$ cat config.mk
export PLATFORM = sky130hd
export DESIGN_NAME = rf_write_arbiter
export DESIGN_NICKNAME = d
export VERILOG_FILES = /design/src/rtl/rf_write_arbiter.sv
export SDC_FILE = /design/constraint.sdc
export NUM_CORES = 1
export LEC_CHECK = 0
export ABC_AREA = 1
export BUFFER_PORTS_ARGS = -buffer_cell sky130_fd_sc_hd__clkbuf_2
export CAP_MARGIN = 20
export CORE_ASPECT_RATIO = 0.75
export CORE_MARGIN = 2
export CORE_UTILIZATION = 45
export DETAILED_ROUTE_END_ITERATION = 16
export PLACE_DENSITY = 0.7
export SETUP_SLACK_MARGIN = 0.02
export SYNTH_ARGS = -nofsm -noshare
export SYNTH_HDL_FRONTEND = slang
export SYNTH_SLANG_ARGS = --single-unit
$ cat constraint.sdc
create_clock -name clk -period 1.9 [get_ports clk]
set_clock_uncertainty 0.2 [all_clocks]
set_input_delay 0.38 -clock clk [delete_from_list [all_inputs] [get_ports clk]]
set_output_delay 0.38 -clock clk [all_outputs]
set_load 0.02 [all_outputs]
$ cat src/rtl/rf_write_arbiter.sv
// Register-file write-port arbiter: serialises ALU (A) and load (B) writebacks
// with starvation-bounded priority and tracks pending writes for decode stalls.
module rf_write_arbiter #(
  parameter int DATA_W       = 16,
  parameter int ADDR_W       = 4,
  parameter int STARVE_LIMIT = 3
) (
  input  logic              clk,
  input  logic              rst,
  input  logic              a_valid,
  input  logic [ADDR_W-1:0] a_reg,
  input  logic [DATA_W-1:0] a_data,
  output logic              a_ready,
  input  logic              b_valid,
  input  logic [ADDR_W-1:0] b_reg,
  input  logic [DATA_W-1:0] b_data,
  output logic              b_ready,
  input  logic              rsv_valid,
  input  logic [ADDR_W-1:0] rsv_reg,
  input  logic [ADDR_W-1:0] chk_reg1,
  input  logic [ADDR_W-1:0] chk_reg2,
  output logic              chk_busy1,
  output logic              chk_busy2,
  output logic              WriteReg,
  output logic [ADDR_W-1:0] DstReg,
  output logic [DATA_W-1:0] DstData
);

  localparam int NREG  = 1 << ADDR_W;
  localparam int CNT_W = $clog2(STARVE_LIMIT + 2);
  localparam logic [CNT_W-1:0] LIMIT = CNT_W'(STARVE_LIMIT);

  logic [CNT_W-1:0]  starveCnt;
  logic [NREG-1:0]   busy;
  logic [NREG-1:0]   busyNext;
  logic              grantA;
  logic              grantB;
  logic              anyGrant;
  logic [ADDR_W-1:0] selReg;
  logic [DATA_W-1:0] selData;

  // A normally wins a collision; B wins once it has been blocked LIMIT times in a row.
  always_comb begin
    grantA = 1'b0;
    grantB = 1'b0;
    if (rst) begin
      if (a_valid && b_valid) begin
        if (starveCnt == LIMIT) grantB = 1'b1;
        else                    grantA = 1'b1;
      end else if (a_valid) begin
        grantA = 1'b1;
      end else if (b_valid) begin
        grantB = 1'b1;
      end
    end
  end

  assign a_ready  = grantA;
  assign b_ready  = grantB;
  assign anyGrant = grantA || grantB;
  assign selReg   = grantB ? b_reg  : a_reg;
  assign selData  = grantB ? b_data : a_data;

  // Reservation is applied after the commit clear so a same-cycle re-reserve survives.
  always_comb begin
    busyNext = busy;
    if (WriteReg) busyNext[DstReg] = 1'b0;
    if (rsv_valid && (rsv_reg != '0)) busyNext[rsv_reg] = 1'b1;
    busyNext[0] = 1'b0;
  end

  always_ff @(posedge clk) begin
    if (!rst) begin
      WriteReg  <= 1'b0;
      DstReg    <= '0;
      DstData   <= '0;
      busy      <= '0;
      starveCnt <= '0;
    end else begin
      WriteReg <= anyGrant && (selReg != '0);
      if (anyGrant) begin
        DstReg  <= selReg;
        DstData <= selData;
      end
      if (!b_valid || grantB)     starveCnt <= '0;
      else if (starveCnt != LIMIT) starveCnt <= starveCnt + 1'b1;
      busy <= busyNext;
    end
  end

  // A write committing this cycle reaches readers via the register-file bypass.
  assign chk_busy1 = (chk_reg1 != '0) && busy[chk_reg1] && !(WriteReg && (DstReg == chk_reg1));
  assign chk_busy2 = (chk_reg2 != '0) && busy[chk_reg2] && !(WriteReg && (DstReg == chk_reg2));

endmodule

==> results.md <==
* PwrDens at 644 mW/mm^2
* Flop pwr share at 42.9%
* Setup-failing EPs final at 3
* Number of hold buffers added after CTS at 0
* # Max-Cap Violations at 0
* Setup crit start: starveCnt[1]$_SDFFE_PP0P_
* Residual DRC at 0
* NumNets Final at 544
* Sequential fraction of the synthesis area at 32.3%
* Most used cell, CP: ha_4
* Top-level port count at a little over 80
* Synthesized flop and latch total at 39
* Row count at 23
* Finished Layout Cells at 560
* Initial Util at 45.8%
* Crit Path Class: reg2out
* Slew @ Worst Pin at ~0.28 ns
* Largest net degree at the start of global routing at 32
* Mapped Cells at just under 400
* Die Y at a little under 70 um
* Synth top area share at about a third
* Crit path buf inv count at 3
* Switching pwr at ~0.00065 W
* Clock Sinks at 39
* Num CTS Buffers at 5
* Critical Path End Type: primary output
* Comb pwr share at about a quarter
* Routed length per placed instance at 12.1 um
* Die area at around 0.006 sq mm
* Chip width at 88.6 um
* DP Cell Count at roughly 540
* Commonest non-fill, non-tap cell in the layout: nand2_1
* Fin crit share at 103%
* CTS clk-pin slew, worst paths at 0.08 ns
* Drt total wl at 6770 um
* Vias in the first global route at 2,433
* Synth warn at 0
* Worst-path cell chain: ha_4 > ha_4 > inv_4 > nand2_4 > nand3_4 > clkinv_4 > buf_8
* Slowest stage cell, crit path: dfxtp_2
* Initial antenna violation count at 0
* Starting DRC count in detailed routing at 175
* Share of cells above drive strength 1 at 36.1%
* CP top delay family: flip-flops
* Routability-driven placement congestion ratio at 0.937
* Top post-synthesis cells by area: dfxtp_1, nand2_1, inv_1, a21oi_1, nand3_1
* Clk pwr share at 33.3%
* Required time of the critical path at 1.32 ns
* Drt pass-1 iters at 5
* Start point of the worst hold path: b_data[13]
* Worst setup SP type: flop
* RSZ-0062 raised after global routing: yes
* Final count of hold timing violations at 0
* Routed Antenna Nets at 0
* CTS max path bufs at 2
* Area growth syn-to-layout at 34.7%
* Final WS setup at -0.0515 ns
* Core area at 0.00527 sq mm
* Metal-1 WL at between 3000 and 4000 um
* Top cell type by total area after synthesis: dfxtp_1
* Diode count at 0
* Status: finished with violations
* PortBufs at 81
* VDD IR-drop max at 0.324 mV
* Static Leakage at approximately 1.6 nW
* Failing checks: setup timing
* Vias at 2,707
* Final slew viol count at 0
* Hold Crit Class: in2reg
* Tot GR Track Use at 23.9%
* CTS Root Cell: clkbuf_8
* Most frequent cells in the layout: nand2_1, clkbuf_2, inv_1, a21oi_1, nand3_1
* Worst-Skew Late Latency at around 0.31 ns
* DR top layer: met4
* Syn Nets at 444
* Number of distinct library cells after synthesis at 23
* Htree depth at 2
* Reg-to-Reg Start: starveCnt[1]$_SDFFE_PP0P_
* Drt via density at approximately 4.8
* Setup Slack @ Placement at ~0.0047 ns
* Crit path time final at 1.95 ns
* Grt ovf at 0
* Post-DP HPWL at 5200 um
* Global-route wire length before repair at 11,100 um
* Met3 WL at 480 um
* Avg Inst Size Synth at 6.27 sq um
* Crit path DAT at 1.37 ns
* Switch share at 30.8%
* Fmax at 512 MHz
* Routed length on met2 at 2940 um
* CTS tree: done
* Mapped cell area at 0.00241 sq mm
* Slew HR at 81.0%
* Internal at 0.00145 W
* CP max FO at 3
* Critical path's largest stage delay at 0.34 ns
==> final cells by class <==
class                   instances  area, sq um
clock inverters                 2         37.5
clock buffers                   5         68.8
repair buffers                106          634
fillers                       527         2020
multi-input cells             277         1380
inverters                      56          233
well taps                      75         93.8
flip-flops and latches         39          800
==> final timing paths <==
check / endpoint / slack (ns) / cells after the start
max: b_ready / -0.05 / 7
min: DstData[13]$_SDFFE_PN0P_ / 0.17 / 5
max reg2reg: DstData[6]$_SDFFE_PN0P_ / 0.13 / 10
min reg2reg: starveCnt[0]$_SDFFE_PP0P_ / 0.24 / 1
==> cell usage after synthesis (all sizes together) <==
master / count
a21oi: 45
buf: 8
clkbuf: 5
dfxtp: 39
ha: 2
inv: 56
nand2: 144
nand3: 35
nand4: 4
nor2: 24
o21ai: 19
o31ai: 2
xnor2: 2
==> sequential cells by signal (all words and copies together) (netlist names) <==
signal	flops
WriteReg	1
DstReg	4
DstData	16
starveCnt	3
busy	15
==> what timing repair did <==
action / in CTS / in global routing
buffers inserted: 6 / 4
resized for setup: 31 / 20
setup endpoints to repair: 4 / 11
pin swaps: 10 / 7
==> cells by family (layout without fill, tap and decap cells) <==
| group | count (synthesis) | count (layout) | synth area share (%) |
|---|---|---|---|
| buffers and inverters | 69 | 169 | 12.9 |
| flip-flops | 39 | 39 | 32.3 |
| adder cells (fa/ha/maj) | 2 | 2 | 1.04 |
| XOR/XNOR | 2 | 2 | 0.726 |
| AND/OR/NAND/NOR | 207 | 207 | 37.7 |
| AO/OA/AOI/OAI | 66 | 66 | 15.3 |
==> power groups by stage <==
stage / combinational (W) / clock, W / sequential, W
floorplan: 0.000250 / 0 / 0.000937
global placement: 0.000447 / 0 / 0.000911
detailed placement: 0.000453 / 0 / 0.000913
CTS: 0.000480 / 0.000709 / 0.000897
global route: 0.000556 / 0.000733 / 0.000902
finish: 0.000499 / 0.000696 / 0.000898
==> metal layers <==
layer	GRT usage, %	up-vias
met2	37.5	99
met4	5.30	0
met1	33.7	1191
li1	-	1408
met5	0	-
met3	5.26	9
==> worst reg2reg max path, delay by kind of cell, from the launching register on <==
| kind | cells | cell delay, ns |
|---|---|---|
| flops | 1 | 0.34 |
| buf+inv | 3 | 0.36 |
| compound gates | 1 | 0.16 |
| fa+ha+maj | 2 | 0.33 |
| simple gates | 4 | 0.28 |
==> through the flow <==
step | total power, W | util, % | setup TNS [ns] | hold WS (ns) | cell area [sq um]
floorplan | 0.00119 | - | 0 | 0.199 | 2410
global placement | 0.00136 | 56.0 | 0 | 0.212 | 2950
detailed placement | 0.00137 | 56.0 | 0 | 0.226 | 2950
CTS | 0.00209 | 60.3 | -0.140 | 0.170 | 3180
global route | 0.00219 | 61.7 | -0.366 | 0.201 | 3250
finish | 0.00209 | 61.7 | -0.0735 | 0.172 | 3250
(Power assumes the default switching activity.)
